File: src/rtl/rv32_bus_pkg.sv
// Shared encodings and helpers for the RV32 8-bit bus sequencer.
package rv32_bus_pkg;

  localparam int ADDR_W_DEFAULT = 16;

  localparam logic [1:0] SZ_B = 2'b00;
  localparam logic [1:0] SZ_H = 2'b01;
  localparam logic [1:0] SZ_W = 2'b10;
  localparam logic [1:0] SZ_X = 2'b11;

  typedef enum logic [1:0] {
    ST_IDLE = 2'd0,
    ST_XFER = 2'd1,
    ST_RESP = 2'd2
  } seq_state_e;

  // Index of the final byte of an access (n-1); illegal size never reaches XFER.
  function automatic logic [1:0] size_last_idx(input logic [1:0] size);
    case (size)
      SZ_B:    return 2'd0;
      SZ_H:    return 2'd1;
      SZ_W:    return 2'd3;
      default: return 2'd0;
    endcase
  endfunction

  function automatic logic [7:0] sel_byte(input logic [31:0] w, input logic [1:0] idx);
    return w[{idx, 3'b000} +: 8];
  endfunction

endpackage

File: src/rtl/rv32_load_ext.sv
// Load data assembly: picks the low byte/half/word of the little-endian buffer
// and sign- or zero-extends it to 32 bits.
module rv32_load_ext
  import rv32_bus_pkg::*;
(
  input  logic [31:0] buf_i,
  input  logic [1:0]  size_i,
  input  logic        unsigned_i,
  output logic [31:0] data_o
);

  logic sext;
  assign sext = !unsigned_i;

  always_comb begin
    data_o = 32'd0;
    case (size_i)
      SZ_B:    data_o = {{24{sext & buf_i[7]}}, buf_i[7:0]};
      SZ_H:    data_o = {{16{sext & buf_i[15]}}, buf_i[15:0]};
      SZ_W:    data_o = buf_i;
      default: data_o = 32'd0;
    endcase
  end

endmodule

File: src/rtl/rv32_bus_seq.sv
// Splits one 32-bit load/store into 1/2/4 little-endian byte cycles on the 8-bit bus.
// Define RV32_MISALIGN_TRAP_EN to fault misaligned halves/words instead of running them.
module rv32_bus_seq
  import rv32_bus_pkg::*;
#(
  parameter int ADDR_W = ADDR_W_DEFAULT
) (
  input  logic              PH0IN,
  input  logic              rst_n,
  input  logic              req_valid,
  output logic              req_ready,
  input  logic              req_we,
  input  logic [1:0]        req_size,
  input  logic              req_unsigned,
  input  logic [31:0]       req_addr,
  input  logic [31:0]       req_wdata,
  output logic              resp_valid,
  output logic              resp_fault,
  output logic [31:0]       resp_rdata,
  input  logic              RDY,
  input  logic              rdy_writes,
  output logic [ADDR_W-1:0] A_o,
  output logic              RWn,
  output logic [7:0]        D_o,
  input  logic [7:0]        D_i,
  output logic              D_oe,
  output logic              MLn
);

  seq_state_e        state_q;
  logic              we_q;
  logic              uns_q;
  logic [1:0]        size_q;
  logic [1:0]        last_q;
  logic [1:0]        k_q;
  logic [31:0]       wdata_q;
  logic [31:0]       buf_q;

  logic              req_ready_q;
  logic              resp_valid_q;
  logic              resp_fault_q;
  logic [31:0]       resp_rdata_q;
  logic [ADDR_W-1:0] a_q;
  logic              rwn_q;
  logic [7:0]        d_o_q;
  logic              d_oe_q;
  logic              mln_q;

  logic [1:0]        last_d;
  logic [ADDR_W:0]   end_addr_d;
  logic              fault_d;
  logic              rdy_ok;
  logic [31:0]       buf_d;
  logic [31:0]       ext_data;

  always_comb begin
    last_d     = size_last_idx(req_size);
    end_addr_d = {1'b0, req_addr[ADDR_W-1:0]} + {{(ADDR_W-1){1'b0}}, last_d};
    fault_d    = 1'b0;
    if (req_size == SZ_X) fault_d = 1'b1;
    if ((req_addr >> ADDR_W) != 32'd0) fault_d = 1'b1;
    // Carry out of the address field means the access would wrap past the top.
    if (end_addr_d[ADDR_W]) fault_d = 1'b1;
`ifdef RV32_MISALIGN_TRAP_EN
    if ((req_size == SZ_H) && req_addr[0]) fault_d = 1'b1;
    if ((req_size == SZ_W) && (req_addr[1:0] != 2'b00)) fault_d = 1'b1;
`endif
  end

  assign rdy_ok = RDY || (we_q && !rdy_writes);

  always_comb begin
    buf_d = buf_q;
    buf_d[{k_q, 3'b000} +: 8] = D_i;
  end

  // Fed with the buffer including the byte captured this edge, so the final
  // load byte is already part of the response.
  rv32_load_ext u_load_ext (
    .buf_i      (buf_d),
    .size_i     (size_q),
    .unsigned_i (uns_q),
    .data_o     (ext_data)
  );

  always_ff @(negedge PH0IN) begin
    if (!rst_n) begin
      state_q      <= ST_IDLE;
      we_q         <= 1'b0;
      uns_q        <= 1'b0;
      size_q       <= SZ_B;
      last_q       <= 2'd0;
      k_q          <= 2'd0;
      wdata_q      <= 32'd0;
      buf_q        <= 32'd0;
      req_ready_q  <= 1'b0;
      resp_valid_q <= 1'b0;
      resp_fault_q <= 1'b0;
      resp_rdata_q <= 32'd0;
      a_q          <= '0;
      rwn_q        <= 1'b1;
      d_o_q        <= 8'd0;
      d_oe_q       <= 1'b0;
      mln_q        <= 1'b1;
    end else begin
      resp_valid_q <= 1'b0;
      resp_fault_q <= 1'b0;
      resp_rdata_q <= 32'd0;

      case (state_q)
        ST_IDLE: begin
          if (req_ready_q && req_valid) begin
            req_ready_q <= 1'b0;
            we_q        <= req_we;
            uns_q       <= req_unsigned;
            size_q      <= req_size;
            last_q      <= last_d;
            k_q         <= 2'd0;
            wdata_q     <= req_wdata;
            buf_q       <= 32'd0;
            if (fault_d) begin
              state_q      <= ST_RESP;
              resp_valid_q <= 1'b1;
              resp_fault_q <= 1'b1;
            end else begin
              state_q <= ST_XFER;
              a_q     <= req_addr[ADDR_W-1:0];
              rwn_q   <= !req_we;
              d_o_q   <= req_we ? sel_byte(req_wdata, 2'd0) : 8'd0;
              d_oe_q  <= req_we;
              mln_q   <= (last_d == 2'd0);
            end
          end else begin
            req_ready_q <= 1'b1;
          end
        end

        ST_XFER: begin
          if (rdy_ok) begin
            if (!we_q) buf_q <= buf_d;
            if (k_q == last_q) begin
              state_q      <= ST_RESP;
              resp_valid_q <= 1'b1;
              resp_rdata_q <= we_q ? 32'd0 : ext_data;
              rwn_q        <= 1'b1;
              d_o_q        <= 8'd0;
              d_oe_q       <= 1'b0;
              mln_q        <= 1'b1;
            end else begin
              k_q <= k_q + 2'd1;
              a_q <= a_q + {{(ADDR_W-1){1'b0}}, 1'b1};
              if (we_q) d_o_q <= sel_byte(wdata_q, k_q + 2'd1);
            end
          end
        end

        ST_RESP: begin
          state_q     <= ST_IDLE;
          req_ready_q <= 1'b1;
        end

        default: begin
          state_q <= ST_IDLE;
        end
      endcase
    end
  end

  assign req_ready  = req_ready_q;
  assign resp_valid = resp_valid_q;
  assign resp_fault = resp_fault_q;
  assign resp_rdata = resp_rdata_q;
  assign A_o        = a_q;
  assign RWn        = rwn_q;
  assign D_o        = d_o_q;
  assign D_oe       = d_oe_q;
  assign MLn        = mln_q;

endmodule

File: config.mk
export PLATFORM = sky130hd
export DESIGN_NAME = rv32_bus_seq
export DESIGN_NICKNAME = d
export VERILOG_FILES = /design/src/rtl/rv32_bus_pkg.sv /design/src/rtl/rv32_load_ext.sv /design/src/rtl/rv32_bus_seq.sv
export SDC_FILE = /design/constraint.sdc
export NUM_CORES = 1
export LEC_CHECK = 0
export CAP_MARGIN = 20
export CORE_ASPECT_RATIO = 1.75
export CORE_MARGIN = 8
export CORE_UTILIZATION = 35
export CTS_BUF_LIST = sky130_fd_sc_hd__clkbuf_2
export DETAILED_ROUTE_END_ITERATION = 10
export PLACE_DENSITY = 0.64
export SLEW_MARGIN = 15
export SYNTH_ARGS = -nofsm -noshare
export SYNTH_HDL_FRONTEND = slang
export SYNTH_HIERARCHICAL = 1
export SYNTH_SLANG_ARGS = --single-unit
File: constraint.sdc
create_clock -name PH0IN -period 3.1 [get_ports PH0IN]
set_input_delay 0.62 -clock PH0IN [delete_from_list [all_inputs] [get_ports PH0IN]]
set_output_delay 0.62 -clock PH0IN [all_outputs]
set_load 0.005 [all_outputs]
==> results of run 1 <==
==> what timing repair did <==
action                     4_1_cts  5_1_grt
gates cloned                     3        1
setup endpoints to repair      126      111
buffers inserted                13       12
gates resized for setup        371       50
pin swaps                       23       30
==> sequential cells by signal, indices dropped and copies added (netlist names), 2 cells and up <==
signal	flops
A_o	16
D_o	8
buf_q	32
k_q	2
last_q	2
resp_rdata	32
size_q	2
state_q	2
wdata_q	32
==> layer usage <==
metal | track usage | vias to the layer above
met5 | 0 | -
met4 | 0.120 | 0
met3 | 0.0662 | 50
met2 | 0.317 | 250
met1 | 0.182 | 3403
li1 | - | 3591
==> kinds of logic (layout without fill, tap and decap cells) <==
kind of cell             after synthesis  count (layout)  share of synthesized area
AND/OR/NAND/NOR                      334             334                      0.248
AO/OA/AOI/OAI                        222             224                      0.219
flip-flops                           136             136                      0.417
buffers and inverters                100             486                     0.0636
multiplexers                          10              10                     0.0308
adder cells (fa/ha/maj)                9               9                     0.0172
XOR/XNOR                               4               4                    0.00536
other                                  0               1                          0
==> power by group <==
group	total, mW	leakage (nW)	internal [mW]	switching [mW]
sequential	1.83	1.12	1.80	0.0381
combinational	0.758	2.72	0.374	0.384
clock	1.83	0.883	0.626	1.20
==> through the flow <==
stage	setup WS (ns)	power, mW	std cells
after CTS	-0.356	4.47	1429
after global placement	-1.38	2.83	1248
after global routing	-0.398	4.76	1442
after detailed placement	-1.40	2.83	1248
after floorplan	-0.550	2.48	815
final	-0.263	4.42	1442
==> worst min path at each step <==
stage | cells after the start | endpoint | slack, ns | startpoint
2_1_floorplan | 2 | wdata_q[0] | 0.43 | wdata_q[0]
3_3_place_gp | 2 | wdata_q[27] | 0.44 | wdata_q[27]
3_5_place_dp | 2 | wdata_q[7] | 0.45 | wdata_q[7]
4_1_cts | 2 | wdata_q[7] | 0.45 | wdata_q[7]
5_1_grt | 2 | buf_q[2] | 0.47 | buf_q[2]
6_report | 2 | buf_q[2] | 0.45 | buf_q[2]
==> layout make-up <==
cell class,count,share of cell area
Multi-Input combinational cell,581,0.379
Sequential cell,136,0.265
Timing Repair Buffer,279,0.240
Clock inverter,151,0.0648
Tap cell,238,0.0285
Inverter,39,0.0147
Clock buffer,17,0.00814
Antenna cell,1,0.000240
==> placed cells by master (no fill, tap or decap), drive strengths merged, types with 3 or more instances in the layout <==
cell and instances:
a211o 25, a211oi 8, a21oi 89, a22oi 3, a311oi 3, a31o 7
a31oi 6, and2 42, and3b 7, buf 201, clkbuf 17, clkdlybuf4s15 5
clkdlybuf4s50 45, clkinv 5, dfxtp 136, dlygate4sd2 27, ha 9, inv 183
mux4 8, nand2 184, nand2b 4, nand3 36, nand4 6, nor2 13
nor2b 12, nor3 7, nor4 9, nor4bb 4, o211ai 5, o21ai 51
o221a 11, o31ai 6, or3 4
==> cell usage after synthesis (5+ instances only) <==
library cell	n	share of area
sky130_fd_sc_hd__o221a_2	10	0.017
sky130_fd_sc_hd__nor2b_1	10	0.0096
sky130_fd_sc_hd__dfxtp_1	136	0.42
sky130_fd_sc_hd__and2_1	42	0.040
sky130_fd_sc_hd__inv_1	38	0.022
sky130_fd_sc_hd__and3b_1	7	0.0094
sky130_fd_sc_hd__buf_2	13	0.010
sky130_fd_sc_hd__a31oi_1	6	0.0057
sky130_fd_sc_hd__a211oi_1	7	0.0080
sky130_fd_sc_hd__o211ai_1	5	0.0057
sky130_fd_sc_hd__nand3_1	36	0.028
sky130_fd_sc_hd__nor4_1	8	0.0077
sky130_fd_sc_hd__a211o_1	25	0.034
sky130_fd_sc_hd__o21ai_0	48	0.037
sky130_fd_sc_hd__nor2_1	13	0.0075
sky130_fd_sc_hd__o31ai_1	6	0.0069
sky130_fd_sc_hd__a21oi_1	87	0.067
sky130_fd_sc_hd__clkbuf_1	42	0.024
sky130_fd_sc_hd__mux4_2	8	0.028
sky130_fd_sc_hd__nand4_1	6	0.0057
sky130_fd_sc_hd__nor3_1	7	0.0054
sky130_fd_sc_hd__nand2_1	184	0.11
sky130_fd_sc_hd__ha_1	9	0.017
==> worst min-delay path: cells and delay by family, from the launching register on <==
| kind | cells | cell delay (ns) |
|---|---|---|
| flops | 1 | 0.30 |
| simple gates | 1 | 0.05 |
| compound gates | 1 | 0.05 |
==> flow_metrics.env, run 1 <==
export IMPL_synth_yosys_seq_area_share=0.417
export IMPL_synth_cell_types=61
export IMPL_placeable_core_region_mm2=0.0184
export IMPL_crit_start="A_o[15]"
export IMPL_total_leakage_power_nw=4.72
export IMPL_clock_tree_root_cell="sky130_fd_sc_hd__clkbuf_2"
export IMPL_synthesis_area_per_instance_um2=8.02
export IMPL_drt_iter0_markers=359
export IMPL_synth_main_ff_cell="sky130_fd_sc_hd__dfxtp_1"
export IMPL_critical_path_max_stage_delay_ns=0.36
export IMPL_final_setup_skew_ns=0.0498
export IMPL_total_vias_in_the_final_route=7294
export IMPL_port_buf_inserts=142
export IMPL_crit_path_end="A_o[15]"
export IMPL_detailroute_wirelength_met2_mm=11.7
export IMPL_min_path_type="reg2reg"
export IMPL_grt_pass1_vias=7368
export IMPL_timing_hold_violations_final=0
export IMPL_finish_utilization=0.567
export IMPL_critical_path_cell_count=1
export IMPL_path_cells="buf_6"
export IMPL_ir_drop_worst_vdd_v=0.000198
export IMPL_setup_ws_ns=-0.263
export IMPL_placedInstanceArea_mm2=0.00928
export IMPL_tritoncts_buffer_count=17
export IMPL_avgViaCountPerCell=5.06
export IMPL_timing_rr_end="resp_rdata[25]"
export IMPL_grt_antenna_before_repair=1
export IMPL_path_buf_inv=1
export IMPL_worst_skew_pair_late_latency_ns=0.73
export IMPL_synth_enable_flop_cells=0
export IMPL_reg2reg_depth=10
export IMPL_number_of_max_slew_violations_in_the_final_report=0
export IMPL_tightest_slew_ns=0.755
export IMPL_total_wirelength_of_the_detailed_routed_design_mm=22.0
export IMPL_met3_length_mm=1.32
export IMPL_synth_net_count=905
export IMPL_grt_pass1_wl_mm=34.8
export IMPL_cts_tree="built"
export IMPL_synth_area_mm2=0.00654
export IMPL_cap_viol_max_count=0
export IMPL_synth_seq_cells=136
export IMPL_detailedPlacementHpwl_mm=15.1
export IMPL_initial_util=0.355
export IMPL_critical_path_top_delay_family="flip-flops"
export IMPL_grt_setup_unrepaired="true"
export IMPL_whs_ns=0.452
export IMPL_track_usage=0.183
export IMPL_cp_data_arrival_time_ns=2.74
export IMPL_last_weighted_congestion_value_of_the_routability_driven_placer=0.911
export IMPL_worst_setup_hold_path_clk_slew_ns=0.07
export IMPL_detail_route_antenna_nets=0
export IMPL_design_final_nets=1280
export IMPL_ctsHtreeMaxLevel=4
export IMPL_synth_async_sr_flop_share=0
export IMPL_register_area_mm2=0.00277
export IMPL_critical_path_class="reg2out"
export IMPL_fillerInstances=1736
export IMPL_setup_viol=99
export IMPL_top_layer_used="met4"
export IMPL_ctsLongestPathBuffers=2
export IMPL_numClockSinks=136
export IMPL_crit_path_start_kind="flip-flop"
export IMPL_area_enclosed_by_the_die_boundary_mm2=0.0235
export IMPL_end_kind="primary output"
export IMPL_grt_start_max_net_pins=42
export IMPL_synth_warnings=6
export IMPL_post_route_cells_drive_above_1_share=0.298
export IMPL_critical_path_slowest_cell="sky130_fd_sc_hd__dfxtp_2"
export IMPL_total_iterations_of_the_first_detailed_routing_run=5
export IMPL_power_density_relative_to_cell_area_mw_per_mm2=423
export IMPL_die_height_um=197
export IMPL_r2r_slack_ns=0.61
export IMPL_finalSetupTns_ns=-16.63
export IMPL_r2r_start="k_q[1]"
export IMPL_area_of_combinational_cells_with_multiple_inputs_mm2=0.00396
export IMPL_relative_slew_slack=0.492
export IMPL_syn_inst=815
export IMPL_placement_rows=66
export IMPL_area_growth_syn_to_layout_pct=59.9
export IMPL_chipWidth_um=119
export IMPL_worst_path_max_fanout=2
export IMPL_cts_hold_buf=0
export IMPL_grt_overflow=0
export IMPL_drc=0
export IMPL_routedWlPerCell_um=15.3
export IMPL_boundaryPins=143
export IMPL_final_design_area_no_fill_mm2=0.0104
export IMPL_crit_required_ns=2.48
export IMPL_run_status="finished with violations"
export IMPL_met1Wirelength_mm=8.33
export IMPL_violations="negative setup slack"
No activity file was read; power rests on OpenSTA's default activity.
==> run 2: changes to the inputs <==
- SETUP_SLACK_MARGIN: default -> 0.5
- SLEW_MARGIN: 15 -> 20
- SYNTH_HIERARCHICAL: 1 -> default
==> run 2 against run 1 <==
  * The run still ends with negative setup slack left
  * Critical path type unchanged
  * Clock-buffer cell count unchanged
  * Utilization up 3.8 points
  * Cell area is 1.2% higher
  * Sequential power is essentially flat
  * Hold slack about the same
  * Worst setup slack worse by 0.0060 ns
  * Global-route usage up 1.4 points
  * Critical endpoint is now A_o[2]
  * First-iteration DRC count down 5.6%
  * Via count decreased by 2.7%
  * Sequential cell count is the same
  * Register-to-register slack improved by 0.09 ns
  * Highest routed layer unchanged
==> flow_metrics.env, run 2 <==
export IMPL_path_buf_inv=1
export IMPL_post_synth_mux_area_share=0.0323
export IMPL_internal_power_mw=2.96
export IMPL_holdCritStartpoint="buf_q[15]"
export IMPL_drt_iter0_markers=339
export IMPL_critical_path_slowest_cell="sky130_fd_sc_hd__dfxtp_2"
export IMPL_synth_yosys_seq_area_share=0.436
export IMPL_share_seq_of_total_power=0.395
export IMPL_grt_pass1_vias=7421
export IMPL_yosys_area_top_type="sky130_fd_sc_hd__dfxtp_1"
export IMPL_clock_tree_root_cell="sky130_fd_sc_hd__clkbuf_2"
export IMPL_end_kind="primary output"
export IMPL_cts_tree="built"
export IMPL_cp_data_arrival_time_ns=2.75
export IMPL_power_density_relative_to_cell_area_mw_per_mm2=439
export IMPL_reg2reg_depth=8
export IMPL_final_setup_skew_ns=0.120
export IMPL_timing_hold_violations_final=0
export IMPL_detail_route_antenna_nets=0
export IMPL_grt_antenna_before_repair=1
export IMPL_netSwitchingFraction=0.361
export IMPL_area_enclosed_by_the_die_boundary_mm2=0.0225
export IMPL_tritoncts_buffer_count=17
export IMPL_min_path_type="reg2reg"
export IMPL_post_synth_most_frequent_cells="sky130_fd_sc_hd__nand2_1, sky130_fd_sc_hd__dfxtp_1, sky130_fd_sc_hd__a21oi_1, sky130_fd_sc_hd__o21ai_0, sky130_fd_sc_hd__clkbuf_1"
export IMPL_ir_drop_worst_vdd_v=0.000220
export IMPL_synthesis_area_per_instance_um2=7.94
export IMPL_routedWlPerCell_um=16.1
export IMPL_grt_setup_unrepaired="true"
export IMPL_critical_path_class="reg2out"
export IMPL_cap_viol_max_count=0
export IMPL_total_leakage_power_nw=4.46
export IMPL_r2r_start="k_q[1]"
export IMPL_critical_path_top_delay_family="flip-flops"
export IMPL_ctsHtreeMaxLevel=4
export IMPL_dp_worst_setup_slack_ns=-1.33
export IMPL_area_growth_syn_to_layout_pct=69.4
export IMPL_number_of_max_slew_violations_in_the_final_report=0
export IMPL_run_status="finished with violations"
export IMPL_total_iterations_of_the_first_detailed_routing_run=5
export IMPL_placeable_core_region_mm2=0.0175
export IMPL_place_inst=1196
export IMPL_synthSimpleGateAreaFrac=0.226
export IMPL_path_cells="buf_2"
export IMPL_synthAdderAreaFrac=0.0180
export IMPL_hold_path_endpoint="buf_q[15]"
export IMPL_last_weighted_congestion_value_of_the_routability_driven_placer=0.839
export IMPL_post_route_cells_drive_above_1_share=0.369
export IMPL_synth_area_leaders="sky130_fd_sc_hd__dfxtp_1, sky130_fd_sc_hd__nand2_1, sky130_fd_sc_hd__a21oi_1, sky130_fd_sc_hd__o21ai_0, sky130_fd_sc_hd__mux4_2"
export IMPL_synthDominantCellAreaShare=0.436
export IMPL_worst_setup_hold_path_clk_slew_ns=0.06
export IMPL_synth_compound_area_share=0.226
export IMPL_avgViaCountPerCell=5.09
export IMPL_synth_seq_cells=136
export IMPL_boundaryPins=143
export IMPL_timing_rr_end="resp_rdata[24]"
export IMPL_cts_hold_buf=0
export IMPL_syn_inst=786
export IMPL_tightest_slew_ns=0.650
export IMPL_synth_warnings=0
export IMPL_grt_start_max_net_pins=36
export IMPL_clock_power_share=0.428
export IMPL_power_combinational_fraction=0.178
export IMPL_worst_skew_pair_late_latency_ns=0.80
export IMPL_synth_cell_types=62
export IMPL_hold_depth=2
export IMPL_drc=0
export IMPL_power_switching_mw=1.67
export IMPL_total_vias_in_the_final_route=7100
export IMPL_xor_and_xnor_area_share_after_synthesis=0.00421
export IMPL_chipWidth_um=117
export IMPL_synth_enable_flop_cells=0
export IMPL_mostFrequentLayoutCell="sky130_fd_sc_hd__nand2_1"
export IMPL_mostFrequentLayoutCells="sky130_fd_sc_hd__nand2_1, sky130_fd_sc_hd__inv_1, sky130_fd_sc_hd__dfxtp_1"
export IMPL_initial_util=0.357
export IMPL_critical_path_max_stage_delay_ns=0.35
export IMPL_violations="negative setup slack"
export IMPL_setup_ws_ns=-0.269
export IMPL_synth_async_sr_flop_share=0
export IMPL_synth_top_family_by_area="simple AND/OR/NAND/NOR gates"
export IMPL_track_usage=0.198
export IMPL_post_synth_top_count_cell="sky130_fd_sc_hd__nand2_1"
export IMPL_crit_required_ns=2.48
export IMPL_synth_net_count=876
export IMPL_final_cells=1394
export IMPL_numClockSinks=136
export IMPL_grt_pass1_wl_mm=34.8
export IMPL_setup_viol=83
export IMPL_port_buf_inserts=142
export IMPL_ctsLongestPathBuffers=2
export IMPL_r2r_slack_ns=0.70
export IMPL_worst_path_max_fanout=2
export IMPL_grt_overflow=0
export IMPL_total_wirelength_of_the_detailed_routed_design_mm=22.5
export IMPL_synth_area_mm2=0.00624
export IMPL_design_final_nets=1241
export IMPL_synth_main_ff_cell="sky130_fd_sc_hd__dfxtp_1"
export IMPL_die_height_um=193
export IMPL_crit_path_start_kind="flip-flop"
export IMPL_detailedPlacementHpwl_mm=15.1
export IMPL_relative_slew_slack=0.566
export IMPL_placement_rows=64
-- run 2: changes by cell type after synthesis, moves of 6 or more --
cell and delta:
sky130_fd_sc_hd__a22oi_1 +6, sky130_fd_sc_hd__and2_1 -40, sky130_fd_sc_hd__and3b_1 -7, sky130_fd_sc_hd__a21oi_1 +20, sky130_fd_sc_hd__nand2_1 +22, sky130_fd_sc_hd__nor2_1 +14
sky130_fd_sc_hd__a211o_1 -24, sky130_fd_sc_hd__nand3_1 -6
-- run 2: cells by family (layout without fill, tap and decap cells) --
kind of cell | count (synthesis) | count (layout)
simple gates | 317 | 318
compound gates | 224 | 224
flops | 136 | 136
buf+inv | 87 | 462
mux | 10 | 10
fa+ha+maj | 9 | 9
xor+xnor | 3 | 3
other cells | 0 | 1
-- run 2: cell type report --
cell class / instances / area [um2]
clock buffers: 17 / 85.1
inverters: 33 / 158
repair buffers: 263 / 2460
well taps: 231 / 289
fillers: 1605 / 6890
multi-input cells: 564 / 4100
diodes: 1 / 2.50
clock inverters: 149 / 702
flip-flops and latches: 136 / 2780
-- run 2: per-layer routing --
layer / GRT usage / vias up / wire length [um]
li1: - / 3469 / -
met1: 0.181 / 3370 / 7990
met2: 0.367 / 212 / 12700
met3: 0.0677 / 49 / 1170
met4: 0.109 / 0 / 660
met5: 0 / - / 0
-- run 2: worst max-delay path by stage --
stage                            from      to  slack, ns  cells after the start
after floorplan           req_size[0]  D_o[0]      -0.56                      8
after detailed placement  req_size[0]  A_o[1]      -1.33                     12
after global placement    req_size[0]  A_o[1]      -1.30                     12
after global routing           A_o[2]  A_o[2]      -0.37                      1
final                          A_o[2]  A_o[2]      -0.27                      1
after CTS                      A_o[2]  A_o[2]      -0.32                      1
-- run 2: per-stage QoR --
step	hold WS [ns]	area, um2	utilization	setup TNS, ns	total power, mW
floorplan	0.433	6860	-	-16.80	2.50
global placement	0.441	8920	0.511	-99.66	2.80
detailed placement	0.446	8920	0.511	-100.92	2.80
CTS	0.453	10100	0.578	-16.85	4.62
global route	0.474	10600	0.606	-20.04	4.98
finish	0.453	10600	0.606	-14.89	4.64
-- run 2: power groups by stage --
stage | combinational [mW] | sequential (mW) | clock (mW)
floorplan | 0.370 | 1.86 | 0.267
finish | 0.824 | 1.83 | 1.98
CTS | 0.766 | 1.83 | 2.03
global placement | 0.668 | 1.87 | 0.267
global route | 0.878 | 1.84 | 2.27
detailed placement | 0.670 | 1.87 | 0.267
-- run 2: worst register-to-register path, delay by kind of cell, from the launching register on --
family / cells / cell delay (ns)
fa+ha+maj: 1 / 0.58
simple gates: 2 / 0.57
compound gates: 3 / 0.44
flops: 1 / 0.44
buf+inv: 2 / 0.31
-- run 2: timing repair --
action                                  CTS  global route
pin swaps                                53            23
resized for setup                       440            88
endpoints found under the setup margin  198           131
setup buffers                            15            13
cloned                                    4             0
==> run 3: changes to the inputs <==
- PLACE_DENSITY: 0.64 -> 0.61
==> run 3 against run 2 <==
  * The flow still finishes with violations (negative setup slack)
  * Non-clock buffer count is 6 lower
  * Final cell count fell by 0.29%
  * Sequential power is essentially flat
  * Global-route usage increased by 0.56 points
  * Critical path depth did not move
  * Sequential cell count unchanged
  * Die area is the same
  * Worst setup slack worse by 0.0020 ns
  * Clock power is 7% lower
  * Via count grew 0.86%
  * Cell area is 0.18% lower
  * Clock-buffer cell count unchanged
  * Critical path type unchanged
  * Largest cell class unchanged
==> flow_metrics.env, run 3 (synthesized netlist as in run 2, its figures left out) <==
export IMPL_worst_path_max_fanout=2
export IMPL_end_kind="primary output"
export IMPL_mostFrequentLayoutCells="sky130_fd_sc_hd__nand2_1, sky130_fd_sc_hd__inv_1, sky130_fd_sc_hd__dfxtp_1"
export IMPL_ctsHtreeMaxLevel=4
export IMPL_placeable_core_region_mm2=0.0175
export IMPL_initial_util=0.357
export IMPL_detailedPlacementHpwl_mm=15.6
export IMPL_critical_path_class="reg2out"
export IMPL_timing_hold_violations_final=0
export IMPL_critical_path_max_stage_delay_ns=0.37
export IMPL_chipWidth_um=117
export IMPL_grt_antenna_before_repair=1
export IMPL_routedWlPerCell_um=16.4
export IMPL_boundaryPins=143
export IMPL_grt_setup_unrepaired="true"
export IMPL_finalSetupTns_ns=-13.97
export IMPL_tightest_slew_ns=0.708
export IMPL_number_of_max_slew_violations_in_the_final_report=0
export IMPL_ir_drop_worst_vdd_v=0.000236
export IMPL_placedInstanceArea_mm2=0.00890
export IMPL_drc=0
export IMPL_power_density_relative_to_cell_area_mw_per_mm2=426
export IMPL_violations="negative setup slack"
export IMPL_grt_start_max_net_pins=36
export IMPL_dp_worst_setup_slack_ns=-1.32
export IMPL_clock_tree_root_cell="sky130_fd_sc_hd__clkbuf_2"
export IMPL_post_route_cells_drive_above_1_share=0.390
export IMPL_setup_viol=79
export IMPL_worst_skew_pair_late_latency_ns=0.75
export IMPL_crit_path_start_kind="flip-flop"
export IMPL_relative_slew_slack=0.528
export IMPL_area_growth_syn_to_layout_pct=69.1
export IMPL_min_path_type="reg2reg"
export IMPL_final_cells=1390
export IMPL_final_setup_skew_ns=0.0605
export IMPL_placement_rows=64
export IMPL_total_wirelength_of_the_detailed_routed_design_mm=22.8
export IMPL_final_design_area_no_fill_mm2=0.0106
export IMPL_avgViaCountPerCell=5.15
export IMPL_grt_pass1_wl_mm=35.7
export IMPL_critical_path_slowest_cell="sky130_fd_sc_hd__dfxtp_2"
export IMPL_r2r_start="k_q[1]"
export IMPL_path_buf_inv=1
export IMPL_crit_start="D_o[2]"
export IMPL_cp_data_arrival_time_ns=2.75
export IMPL_design_final_nets=1235
export IMPL_die_height_um=193
export IMPL_numClockSinks=136
export IMPL_cts_tree="built"
export IMPL_tritoncts_buffer_count=17
export IMPL_total_vias_in_the_final_route=7161
export IMPL_cap_viol_max_count=0
export IMPL_total_leakage_power_nw=4.45
export IMPL_overall_power_mw=4.49
export IMPL_port_buf_inserts=142
export IMPL_grt_overflow=0
export IMPL_area_enclosed_by_the_die_boundary_mm2=0.0225
export IMPL_setup_ws_ns=-0.271
export IMPL_run_status="finished with violations"
export IMPL_area_of_combinational_cells_with_multiple_inputs_mm2=0.00410
export IMPL_holdCritStartpoint="buf_q[9]"
export IMPL_mostFrequentLayoutCell="sky130_fd_sc_hd__nand2_1"
export IMPL_place_inst=1190
export IMPL_track_usage=0.203
export IMPL_critical_path_top_delay_family="flip-flops"
export IMPL_drt_iter0_markers=282
export IMPL_detail_route_antenna_nets=0
export IMPL_ctsLongestPathBuffers=2
export IMPL_worst_setup_hold_path_clk_slew_ns=0.07
export IMPL_total_iterations_of_the_first_detailed_routing_run=5
export IMPL_last_weighted_congestion_value_of_the_routability_driven_placer=0.843
export IMPL_register_area_mm2=0.00278
export IMPL_crit_required_ns=2.48
export IMPL_grt_pass1_vias=7478
export IMPL_path_cells="buf_6"
export IMPL_fillerInstances=1626
==> run 3: changes by cell type in the layout (fill, tap and decap cells not counted), sizes merged <==
cell           previous run  this run
clkinvlp                  0         1
buf                     190       188
clkdlybuf4s50            40        36
clkinv                    2         4
clkdlybuf4s15             5         4
inv                     176       178
bufinv                    4         1
dlygate4sd2              19         9
bufbuf                    0         1
clkbuf                   22        32
==> run 3: stage by stage <==
stage	hold slack, ns	util
after floorplan	0.433	-
after global placement	0.442	0.510
after detailed placement	0.447	0.510
after CTS	0.454	0.578
after global routing	0.474	0.605
final	0.455	0.605
==> run 3: area by class of cell <==
class / instances / area share
well taps: 231 / 0.0274
multi-input cells: 564 / 0.388
inverters: 33 / 0.0149
diodes: 1 / 0.000237
clock buffers: 17 / 0.00806
clock inverters: 151 / 0.0644
flip-flops and latches: 136 / 0.263
repair buffers: 257 / 0.233
==> run 3: final timing paths <==
check	to	slack [ns]	cells past startpoint
max	D_o[2]	-0.27	1
min	buf_q[9]	0.45	2
max reg2reg	resp_rdata[20]	0.67	8
min reg2reg	buf_q[9]	0.45	2
==> run 3: routing by layer <==
layer | vias to the layer above | routed length (um) | track usage
li1 | 3459 | - | -
met1 | 3441 | 7990 | 0.186
met2 | 221 | 13100 | 0.378
met3 | 40 | 1300 | 0.0674
met4 | 0 | 485 | 0.114
met5 | - | 0 | 0
==> run 3: power by group <==
| part | internal [mW] | switching (mW) | leakage, nW |
|---|---|---|---|
| clock | 0.571 | 1.27 | 0.881 |
| combinational | 0.398 | 0.430 | 2.45 |
| sequential | 1.79 | 0.0349 | 1.12 |
| total | 2.76 | 1.73 | 4.45 |
==> run 3: repair_timing <==
action,4_1_cts,5_1_grt
gates cloned,4,0
endpoints found under the setup margin,198,129
hold buffers,0,0
buffers inserted,14,14
gates resized for setup,473,126
pin swaps,48,33
